<file path="config.mk">
export PLATFORM = sky130hd
export DESIGN_NAME = tff_counter
export DESIGN_NICKNAME = d
export VERILOG_FILES = /design/src/rtl/tff_counter.sv
export SDC_FILE = /design/constraint.sdc
export NUM_CORES = 1
export LEC_CHECK = 0
export ABC_AREA = 1
export CELL_PAD_IN_SITES_DETAIL_PLACEMENT = 1
export CELL_PAD_IN_SITES_GLOBAL_PLACEMENT = 1
export CORE_ASPECT_RATIO = 0.9
export CORE_UTILIZATION = 25
export CTS_CLUSTER_SIZE = 24
export DETAILED_ROUTE_END_ITERATION = 12
export DONT_BUFFER_PORTS = 1
export HOLD_SLACK_MARGIN = 0.15
export PLACE_DENSITY_LB_ADDON = 0.1
export SYNTH_ARGS = -nofsm -noshare
export SYNTH_HDL_FRONTEND = slang
export SYNTH_SLANG_ARGS = --single-unit
</file>
<file path="constraint.sdc">
create_clock -name clk -period 2.6 [get_ports clk]
set_input_delay 0.52 -clock clk [delete_from_list [all_inputs] [get_ports clk]]
set_output_delay 0.52 -clock clk [all_outputs]
set_load 0.02 [all_outputs]
</file>
<file path="src/rtl/tff_counter.sv">
// tff_counter: up/down mod-MODULUS counter built from per-bit T flip-flop stages
// Ports: clk, rst (async, active-high), clr (sync clear), load/din (clamped parallel load),
//        en/up (count enable/direction), q (count), tc (terminal-count pulse), qg (Gray copy of q).
// Define TFF_COUNTER_GRAY_EN to build the registered Gray output; otherwise qg is tied to 0.
module tff_counter #(
    parameter int WIDTH    = 4,
    parameter int MODULUS  = 2 ** WIDTH,
    parameter int SATURATE = 0
) (
    input  logic             clk,
    input  logic             rst,
    input  logic             clr,
    input  logic             load,
    input  logic [WIDTH-1:0] din,
    input  logic             en,
    input  logic             up,
    output logic [WIDTH-1:0] q,
    output logic             tc,
    output logic [WIDTH-1:0] qg
);
    localparam logic [WIDTH-1:0] MAX = WIDTH'(MODULUS - 1);
    logic [WIDTH-1:0] cnt_q, cnt_d, nxt, step, t;
    logic             tc_q, tc_d, at_top, at_bot;
    always_comb begin
        at_top = cnt_q == MAX;
        at_bot = cnt_q == '0;
        step   = up ? (at_top ? (SATURATE != 0 ? cnt_q : '0) : cnt_q + 1'b1)
                    : (at_bot ? (SATURATE != 0 ? cnt_q : MAX) : cnt_q - 1'b1);
        nxt    = clr ? '0 : load ? (din > MAX ? MAX : din) : en ? step : cnt_q;
        // each stage toggles exactly where the target differs from the current count
        t      = cnt_q ^ nxt;
        cnt_d  = cnt_q ^ t;
        tc_d   = !clr && !load && en && (up ? at_top : at_bot);
    end
    always_ff @(posedge clk or posedge rst) begin
        if (rst) begin
            cnt_q <= '0;
            tc_q  <= 1'b0;
        end else begin
            cnt_q <= cnt_d;
            tc_q  <= tc_d;
        end
    end
    assign q  = cnt_q;
    assign tc = tc_q;
`ifdef TFF_COUNTER_GRAY_EN
    logic [WIDTH-1:0] qg_q, qg_d;
    always_comb qg_d = nxt ^ (nxt >> 1);
    always_ff @(posedge clk or posedge rst) begin
        if (rst) qg_q <= '0;
        else qg_q <= qg_d;
    end
    assign qg = qg_q;
`else
    assign qg = '0;
`endif
endmodule

</file>
==> results.py, run 1 <==
metrics = {
    "timing": {
        "setup_viol": 0,
        "finalHoldWorstSlack_ns": 0.346,
        "rsz0062_at_grt": "false",
        "drv_slew": 0,
        "fin_crit_sh_pct": 59.3,
        "clock.fmax_mhz": 648,
        "hold_violations": 0,
        "tns_ns": 0,
        "fin_crit_ns": 1.54,
        "fin_skew_ns": 0.00218,
    },
    "pwr": {
        "p_leak_uw": 0.000238,
        "p_clk_share_pct": 36.5,
        "p_switching_uw": 80.0,
        "power_frac_seq_pct": 42.1,
        "ir_drop_v": 0.000124,
        "power_uw": 238,
        "p_sw_share_pct": 33.5,
        "p_per_area_nw_per_um2": 506,
        "p_int_uw": 158,
        "pwr-share-comb_pct": 21.4,
    },
    "layout": {
        "final_nets": 81,
        "drive_gt1_share_pct": 10.3,
        "final_util_pct": 31.2,
        "final_cell_count_no_fill": 90,
        "syn_to_final_growth_pct": 10.6,
        "antennaDiodeCount": 0,
    },
    "floorplan": {
        "ioPinCount": 19,
        "die_area_sq_um": 1880,
        "dieHeight_um": 41.2,
        "die_w_um": 45.5,
        "fp.coreArea_sq_um": 1510,
        "start_util_pct": 28.2,
        "rows": 13,
    },
    "place": {
        "portBuffers": 0,
        "place_congestion": 0.752,
        "dp_hpwl_um": 926,
        "placed_cells": 85,
    },
    "critical_path": {
        "slowest_delay_ns": 0.54,
        "critPathRequiredTime_ns": 2.72,
        "reg2reg_slack_ns": 1.06,
        "rr_startpoint": "q[0]",
        "path_max_fanout": 6,
        "worstSetupEndpointType": "flip-flop",
        "path_class": "flip-flop to flip-flop",
        "crit_path_top_delay_cell": "dfrtp_1",
        "critPathArrivalTime_ns": 1.67,
        "r2r_end": "q[2]",
        "cp-start-kind": "flip-flop",
        "reg2regPathDepth": 8,
        "cpLargestDelayFamily": "flip-flops",
        "critical_path.cell_chain": "inv_1 > ha_1 > nor2_1 > nor2_1 > o21ai_2 > nor2_1 > o21ai_1 > inv_1",
        "cp_num_buf_inv": 2,
        "cpMostUsedCell": "nor2_1",
    },
    "cts": {
        "cts_hold_buf": 1,
        "numClockSinks": 5,
        "cts_buffer_depth": 2,
        "path_clk_slew_ns": 0.04,
        "post_cts_buffers": 0,
        "worst_skew_pair.late_latency_ns": 0.24,
        "cts_tree": "done",
        "cts_buffers": 3,
        "clockRootBuffer": "clkbuf_4",
        "cts-resized-gates": 0,
        "cts_max_level": 1,
    },
    "drt": {
        "wl_per_cell_um": 12.3,
        "vias": 402,
        "drc": 0,
        "first_pass_iters": 4,
        "wl_um": 1110,
        "drt-vias-per-instance": 4.47,
        "antenna_left": 0,
        "drtIter0Drc": 10,
    },
    "global_routing": {
        "antenna_found_initial": 0,
        "grt_max_degree": 9,
        "grt_pass1_wl_um": 1690,
        "grt_pass1_vias": 391,
        "grt-ovfl-total": 0,
        "track_usage_pct": 13.1,
    },
    "yosys": {
        "syn_area_per_cell_sq_um": 6.67,
        "synthTopCellsByCount": "nand2_1 (10), inv_1 (9), nor2_1 (9)",
        "synth_top_area_cell": "dfrtp_1",
        "synth.most_common_cell": "nand2_1",
        "synth_cell_type_count": 19,
        "syn_area_sq_um": 427,
        "synthArstFlopShare_pct": 100,
        "synth_flop_cell": "dfrtp_1",
        "ys_seq_elements": 5,
        "yosysWarningCount": 0,
        "yosysSeqAreaShare_pct": 29.3,
        "yosys.area.top_type_share_pct": 29.3,
        "synth-edff-count": 0,
        "syn_inst": 64,
        "ys_top_cells_by_area": "dfrtp_1 (29%), nand2_1 (8.8%), inv_1 (7.9%)",
    },
    "hold_path": {
        "hold_path.class": "primary input to flip-flop",
        "hold_end": "q[1]",
        "whs_path_depth": 1,
        "hold_path_startpoint": "clr",
    },
    "status": {
        "status": "finished, final reports clean",
    },
    "flow_run": {
        "max-cap-violations": 0,
    },
}
-- layout by cell type, fill, tap and decap left out, types with 2 or more instances in the layout --
cell / instances
nand2_1: 10
inv_1: 9
nor2_1: 9
nand3_1: 6
a21oi_1: 6
dfrtp_1: 5
conb_1: 4
o21ai_0: 3
clkbuf_4: 3
ha_1: 2
-- power groups by stage --
stage | Combinational (uW) | Clock, uW | Sequential [uW]
floorplan | 45.7 | 0 | 97.8
detailed placement | 49.6 | 0 | 102
global route | 58.3 | 97.7 | 102
CTS | 51.0 | 91.9 | 100
finish | 51.0 | 87.1 | 100
global placement | 51.0 | 0 | 102
-- state kept, by name (all words and copies together), names as in the netlist --
register	flops
q	4
tc	1
-- worst max path at each step --
stage	from	endpoint	cells after the start
6_report	q[0]	q[2]	8
5_1_grt	q[0]	q[2]	8
4_1_cts	q[0]	q[2]	8
3_5_place_dp	q[0]	q[2]	8
3_3_place_gp	q[0]	q[3]	6
2_1_floorplan	q[0]	q[2]	8
-- metrics by stage --
stage	setup slack [ns]	instance area (sq um)
2_1_floorplan	1.22	438
3_3_place_gp	1.09	435
3_5_place_dp	1.06	435
4_1_cts	1.04	472
5_1_grt	0.901	472
6_report	1.06	472
-- routing by layer --
metal / share of wire (%) / track usage [%] / vias to the layer above
met1: 53 / 19.7 / 174
li1: - / - / 209
met2: 37 / 18.2 / 19
met5: 0 / 0 / -
met3: 10 / 3.52 / 0
met4: 0 / 2.27 / 0
-- kinds of logic (layout without fill, tap and decap cells) --
kind of cell / Yosys count / after routing / share of synthesized area [%]
other cells: 1 / 4 / 0.879
fa+ha+maj: 2 / 2 / 5.86
compound gates: 14 / 14 / 19.4
buf+inv: 14 / 15 / 15.8
simple gates: 28 / 28 / 28.7
flops: 5 / 5 / 29.3
-- worst register-to-register path, stage by stage (launching register included) --
cell,delay [ns]
dfrtp_1,0.54
inv_1,0.16
ha_1,0.26
nor2_1,0.11
nor2_1,0.05
o21ai_2,0.07
nor2_1,0.06
o21ai_1,0.14
inv_1,0.05
-- cell type report --
type	count	area (sq um)
Fill cell	209	1040
Tap cell	22	27.5
Sequential cell	5	125
Clock buffer	4	26.3
Inverter	10	37.5
Timing Repair Buffer	1	10.0
Multi-Input combinational cell	48	245
No activity file was read; power rests on OpenSTA's default activity.
==> run 2, diff against run 1 <==
==> constraint.sdc (replaced) <==
create_clock -name clk -period 1.5 [get_ports clk]
set_input_delay 0.3 -clock clk [delete_from_list [all_inputs] [get_ports clk]]
set_output_delay 0.3 -clock clk [all_outputs]
set_load 0.02 [all_outputs]
==> results.py, run 2 (synthesis results as in run 1) <==
metrics = {
    "floorplan": {
        "die_area_sq_um": 1880,
        "fp.coreArea_sq_um": 1510,
        "start_util_pct": 28.2,
        "dieHeight_um": 41.2,
        "die_w_um": 45.5,
        "ioPinCount": 19,
        "rows": 13,
    },
    "layout": {
        "largest_register_ffs": 4,
        "final_cell_mix": "nand2_1 (10), inv_1 (9), nor2_1 (9)",
        "nFillCells": 202,
        "syn_to_final_growth_pct": 18.2,
        "final_nets": 85,
        "drive_gt1_share_pct": 13.9,
        "final_util_pct": 33.3,
        "antennaDiodeCount": 0,
        "stdcell_area_sq_um": 504,
        "final_common_cell": "nand2_1",
    },
    "cts": {
        "post_cts_buffers": 0,
        "cts_max_level": 1,
        "numClockSinks": 5,
        "clockRootBuffer": "clkbuf_4",
        "cts_buffer_depth": 2,
        "cts_tree": "done",
        "path_clk_slew_ns": 0.04,
        "cts_buffers": 3,
        "worst_skew_pair.late_latency_ns": 0.24,
    },
    "timing": {
        "drv_slew": 0,
        "fin_crit_ns": 1.32,
        "fin_skew_ns": 0.0000628,
        "setup_viol": 0,
        "worst_slack_ns": 0.176,
        "fin_crit_sh_pct": 88.3,
        "tns_ns": 0,
        "rsz0062_at_grt": "false",
        "hold_violations": 0,
        "clock.fmax_mhz": 755,
    },
    "place": {
        "dp_hpwl_um": 928,
        "place_congestion": 0.698,
        "dpl-instance-area_sq_um": 458,
        "portBuffers": 0,
        "place_ws_ns": 0.184,
    },
    "hold_path": {
        "hold_path.class": "primary input to flip-flop",
        "hold_path_startpoint": "up",
    },
    "critical_path": {
        "path_class": "flip-flop to flip-flop",
        "slowest_delay_ns": 0.39,
        "crit_path_top_delay_cell": "dfrtp_1",
        "crit_path_start": "q[1]",
        "worstSetupEndpointType": "flip-flop",
        "critPathRequiredTime_ns": 1.63,
        "cpLargestDelayFamily": "flip-flops",
        "critical_path.cell_chain": "inv_1 > ha_1 > nor2_1 > nor2_1 > o21ai_2 > nand2_1 > nand2_1 > o21ai_1 > inv_1",
        "critPathArrivalTime_ns": 1.46,
        "cp_num_buf_inv": 2,
        "cp-start-kind": "flip-flop",
        "rr_startpoint": "q[1]",
        "path_max_fanout": 3,
    },
    "pwr": {
        "ir_drop_v": 0.000416,
        "p_leak_uw": 0.000257,
        "power_uw": 427,
        "p_per_area_nw_per_um2": 847,
    },
    "drt": {
        "first_pass_iters": 2,
        "drc": 0,
        "wl_um": 1090,
        "wl_per_cell_um": 11.6,
        "drt-vias-per-instance": 4.44,
        "vias": 417,
        "drtIter0Drc": 1,
        "antenna_left": 0,
    },
    "global_routing": {
        "grt_pass1_wl_um": 1680,
        "grt_pass1_vias": 382,
        "track_usage_pct": 13.4,
        "grt_max_degree": 9,
        "grt-ovfl-total": 0,
        "antenna_found_initial": 0,
    },
    "status": {
        "status": "finished, final reports clean",
    },
    "flow_run": {
        "max-cap-violations": 0,
    },
}
## run 2: path summary, 6_finish.rpt
check | end | slack, ns | cells past startpoint
hold / removal | tc | 0.15 | 1
min in group asynchronous | tc | 0.40 | 2
max in group asynchronous | q[0] | 0.94 | 2
setup reg to reg | q[2] | 0.18 | 9
setup / recovery | q[2] | 0.18 | 9
hold reg to reg | q[0] | 0.65 | 3
## run 2: what timing repair did
| item | 4_1_cts | 5_1_grt |
|---|---|---|
| setup endpoints to repair | 0 | 0 |
| hold endpoints to repair | 6 | 0 |
| hold buffers | 2 | 0 |
| resized for setup | 0 | 0 |
## run 2: metrics by stage
step                      cells  hold WS (ns)
after floorplan              67        0.0785
after global placement       88         0.105
after detailed placement     88         0.103
after CTS                    94         0.151
after global routing         94         0.151
final                        94         0.154
## run 2: where the power goes
group | leakage [uW] | internal, uW | total, uW | switching, uW
combinational | 0.000176 | 39.6 | 107 | 67.4
sequential | 0.0000654 | 144 | 164 | 20.3
clock | 0.0000150 | 101 | 156 | 55.1
## run 2: worst reg2reg max path, delay by kind of cell, from the launching register on
family / cells / cell delay (ns)
adder cells (fa/ha/maj): 1 / 0.20
AND/OR/NAND/NOR: 4 / 0.28
AO/OA/AOI/OAI: 2 / 0.19
buffers and inverters: 2 / 0.15
flip-flops: 1 / 0.39
## run 2: final cells by class
| class | instances | area (sq um) | area share [%] |
|---|---|---|---|
| Tap cell | 22 | 27.5 | 5.46 |
| Timing Repair Buffer | 5 | 42.5 | 8.44 |
| Clock buffer | 4 | 26.3 | 5.21 |
| Inverter | 10 | 37.5 | 7.44 |
| Sequential cell | 5 | 125 | 24.8 |
| Multi-Input combinational cell | 48 | 245 | 48.6 |
## run 2: metal layers
| layer | global-route usage, % | part of all wire [%] | vias up |
|---|---|---|---|
| li1 | - | - | 217 |
| met1 | 18.7 | 50 | 180 |
| met2 | 18.9 | 40 | 20 |
| met3 | 7.05 | 9.1 | 0 |
| met4 | 0 | 0 | 0 |
| met5 | 0 | 0 | - |
==> run 3, diff against run 2 <==
--- a/config.mk
+++ b/config.mk
@@ -5,7 +5,6 @@
 export SDC_FILE = /design/constraint.sdc
 export NUM_CORES = 1
 export LEC_CHECK = 0
-export ABC_AREA = 1
 export CELL_PAD_IN_SITES_DETAIL_PLACEMENT = 1
 export CELL_PAD_IN_SITES_GLOBAL_PLACEMENT = 1
 export CORE_ASPECT_RATIO = 0.9
@@ -15,6 +14,7 @@
 export DONT_BUFFER_PORTS = 1
 export HOLD_SLACK_MARGIN = 0.15
 export PLACE_DENSITY_LB_ADDON = 0.1
+export REMOVE_ABC_BUFFERS = 1
 export SYNTH_ARGS = -nofsm -noshare
 export SYNTH_HDL_FRONTEND = slang
 export SYNTH_SLANG_ARGS = --single-unit
==> results.py, run 3 <==
metrics = {
    "yosys": {
        "synth-edff-count": 0,
        "synth-simple-area-share_pct": 16.6,
        "synth_xor_area_share_pct": 3.94,
        "synth_top_family_by_area": "compound AO/OA/AOI/OAI gates",
        "synth-compound-area-share_pct": 23.1,
        "syn_area_per_cell_sq_um": 8.38,
        "synth.most_common_cell": "inv_1",
        "synth.area.mux_share_pct": 4.51,
        "yosysWarningCount": 0,
        "synth_flop_cell": "dfrtp_1",
        "syn_inst": 53,
        "synth_cell_type_count": 28,
        "syn_area_sq_um": 444,
        "ys_top_cells_by_area": "dfrtp_1 (28%), a21oi_1 (6.8%), buf_4 (6.8%)",
        "synthTopCellsByCount": "inv_1 (7), a21oi_1 (6), dfrtp_1 (5)",
        "synth_top_area_cell": "dfrtp_1",
        "yosys.area.top_type_share_pct": 28.2,
        "yosysSeqAreaShare_pct": 28.2,
        "synthArstFlopShare_pct": 100,
        "synth_fa_ha_area_share_pct": 5.63,
        "ys_seq_elements": 5,
    },
    "layout": {
        "nFillCells": 197,
        "final_cell_mix": "buf_4 (15), inv_1 (5), a21oi_1 (5)",
        "multi_input_area_sq_um": 315,
        "final_common_cell": "buf_4",
        "largest_register_ffs": 4,
        "antennaDiodeCount": 0,
        "final_util_pct": 39.6,
        "ff_latch_area_sq_um": 128,
        "syn_to_final_growth_pct": 48.5,
        "final_nets": 83,
        "drive_gt1_share_pct": 48.6,
    },
    "cts": {
        "path_clk_slew_ns": 0.04,
        "cts_max_level": 1,
        "cts_tree": "done",
        "clockRootBuffer": "clkbuf_4",
        "cts_buffers": 3,
        "cts_buffer_depth": 2,
        "numClockSinks": 5,
        "cts_hold_buf": 1,
        "worst_skew_pair.late_latency_ns": 0.24,
    },
    "timing": {
        "fin_skew_ns": 0.00157,
        "clock.fmax_mhz": 652,
        "fin_crit_sh_pct": 102,
        "tns_ns": -0.0618,
        "rsz0062_at_grt": "true",
        "setup_viol": 3,
        "finalHoldWorstSlack_ns": 0.117,
        "fin_crit_ns": 1.53,
        "drv_slew": 0,
        "worst_slack_ns": -0.0337,
        "hold_violations": 0,
    },
    "pwr": {
        "p_sw_share_pct": 31.3,
        "power_uw": 496,
        "p_switching_uw": 155,
        "p_clk_share_pct": 30.6,
        "pwr-share-comb_pct": 36.7,
        "power_frac_seq_pct": 32.7,
        "p_per_area_nw_per_um2": 753,
        "p_int_uw": 341,
        "p_leak_uw": 0.000310,
        "ir_drop_v": 0.000381,
    },
    "global_routing": {
        "grt_pass1_wl_um": 2340,
        "grt_pass1_vias": 503,
        "antenna_found_initial": 0,
        "grt_max_degree": 10,
        "grt-ovfl-total": 0,
        "track_usage_pct": 17.5,
    },
    "drt": {
        "drc": 0,
        "wl_per_cell_um": 15.0,
        "wl_um": 1410,
        "drtIter0Drc": 2,
        "vias": 444,
        "antenna_left": 0,
        "drt-vias-per-instance": 4.72,
        "first_pass_iters": 2,
    },
    "critical_path": {
        "cp-start-kind": "flip-flop",
        "path_max_fanout": 5,
        "crit_path_start": "q[0]",
        "path_class": "flip-flop to flip-flop",
        "critPathRequiredTime_ns": 1.61,
        "worstSetupEndpointType": "flip-flop",
        "critPathArrivalTime_ns": 1.65,
        "rr_startpoint": "q[0]",
    },
    "status": {
        "violations": "setup timing",
        "status": "finished with violations",
    },
    "place": {
        "portBuffers": 0,
        "place_congestion": 0.770,
        "dp_hpwl_um": 1010,
    },
    "floorplan": {
        "fp.coreArea_sq_um": 1660,
        "start_util_pct": 26.7,
        "die_area_sq_um": 1950,
        "dieHeight_um": 42.0,
        "rows": 14,
        "die_w_um": 46.4,
        "ioPinCount": 19,
    },
    "flow_run": {
        "max-cap-violations": 0,
    },
    "hold_path": {
        "hold_path.class": "primary input to flip-flop",
        "hold_path_startpoint": "clr",
    },
}
## run 3: cell type report
| type | instances | area share, % |
|---|---|---|
| multi-input cells | 37 | 47.8 |
| flip-flops and latches | 5 | 19.4 |
| repair buffers | 17 | 20.3 |
| clock buffers | 4 | 3.98 |
| inverters | 7 | 3.98 |
| well taps | 24 | 4.55 |
## run 3: final timing paths
kind,depth (start not counted),slack [ns],to
max,5,-0.03,q[3]
min reg2reg,3,0.81,q[1]
max reg2reg,5,-0.03,q[3]
min,1,0.12,q[1]
min in group asynchronous,2,0.39,q[2]
max in group asynchronous,2,0.93,q[1]
## run 3: cell families (layout without fill, tap and decap cells)
group / after synthesis / in the layout
AO/OA/AOI/OAI: 15 / 15
buffers and inverters: 14 / 28
AND/OR/NAND/NOR: 12 / 12
flip-flops: 5 / 5
adder cells (fa/ha/maj): 2 / 2
XOR/XNOR: 2 / 2
multiplexers: 2 / 2
other: 1 / 4
## run 3: metal layers
metal	track usage, %	vias to the layer above	wire length [um]
met5	0	-	0
met4	7.65	0	13
met3	7.76	2	56
met2	28.1	16	797
met1	19.3	218	545
li1	-	208	-
## run 3: worst max-delay path: stages, from the launching register on
cell and delay (ns):
dfrtp_2 0.44, buf_6 0.14, or4b_4 0.48, o311ai_2 0.10
a211o_1 0.19, a221oi_2 0.06
## run 3: metrics by stage
step	std cells	worst slack [ns]	instance area, sq um
floorplan	49	-0.0587	405
global placement	83	-0.0702	510
detailed placement	83	-0.134	510
CTS	91	-0.0292	614
global route	94	-0.126	659
finish	94	-0.0337	659
## run 3: what timing repair did
item / 4_1_cts / 5_1_grt
resized for setup: 13 / 4
buffers inserted: 3 / 3
endpoints found under the setup margin: 3 / 3
hold endpoints to repair: 9 / 4
pin swaps: 2 / 2
## run 3: power by group through the flow
| stage | Clock (uW) | Combinational [uW] | Sequential, uW |
|---|---|---|---|
| after floorplan | 0 | 69.9 | 172 |
| after global placement | 0 | 129 | 159 |
| after detailed placement | 0 | 134 | 161 |
| after CTS | 156 | 166 | 161 |
| after global routing | 171 | 200 | 164 |
| final | 152 | 182 | 162 |
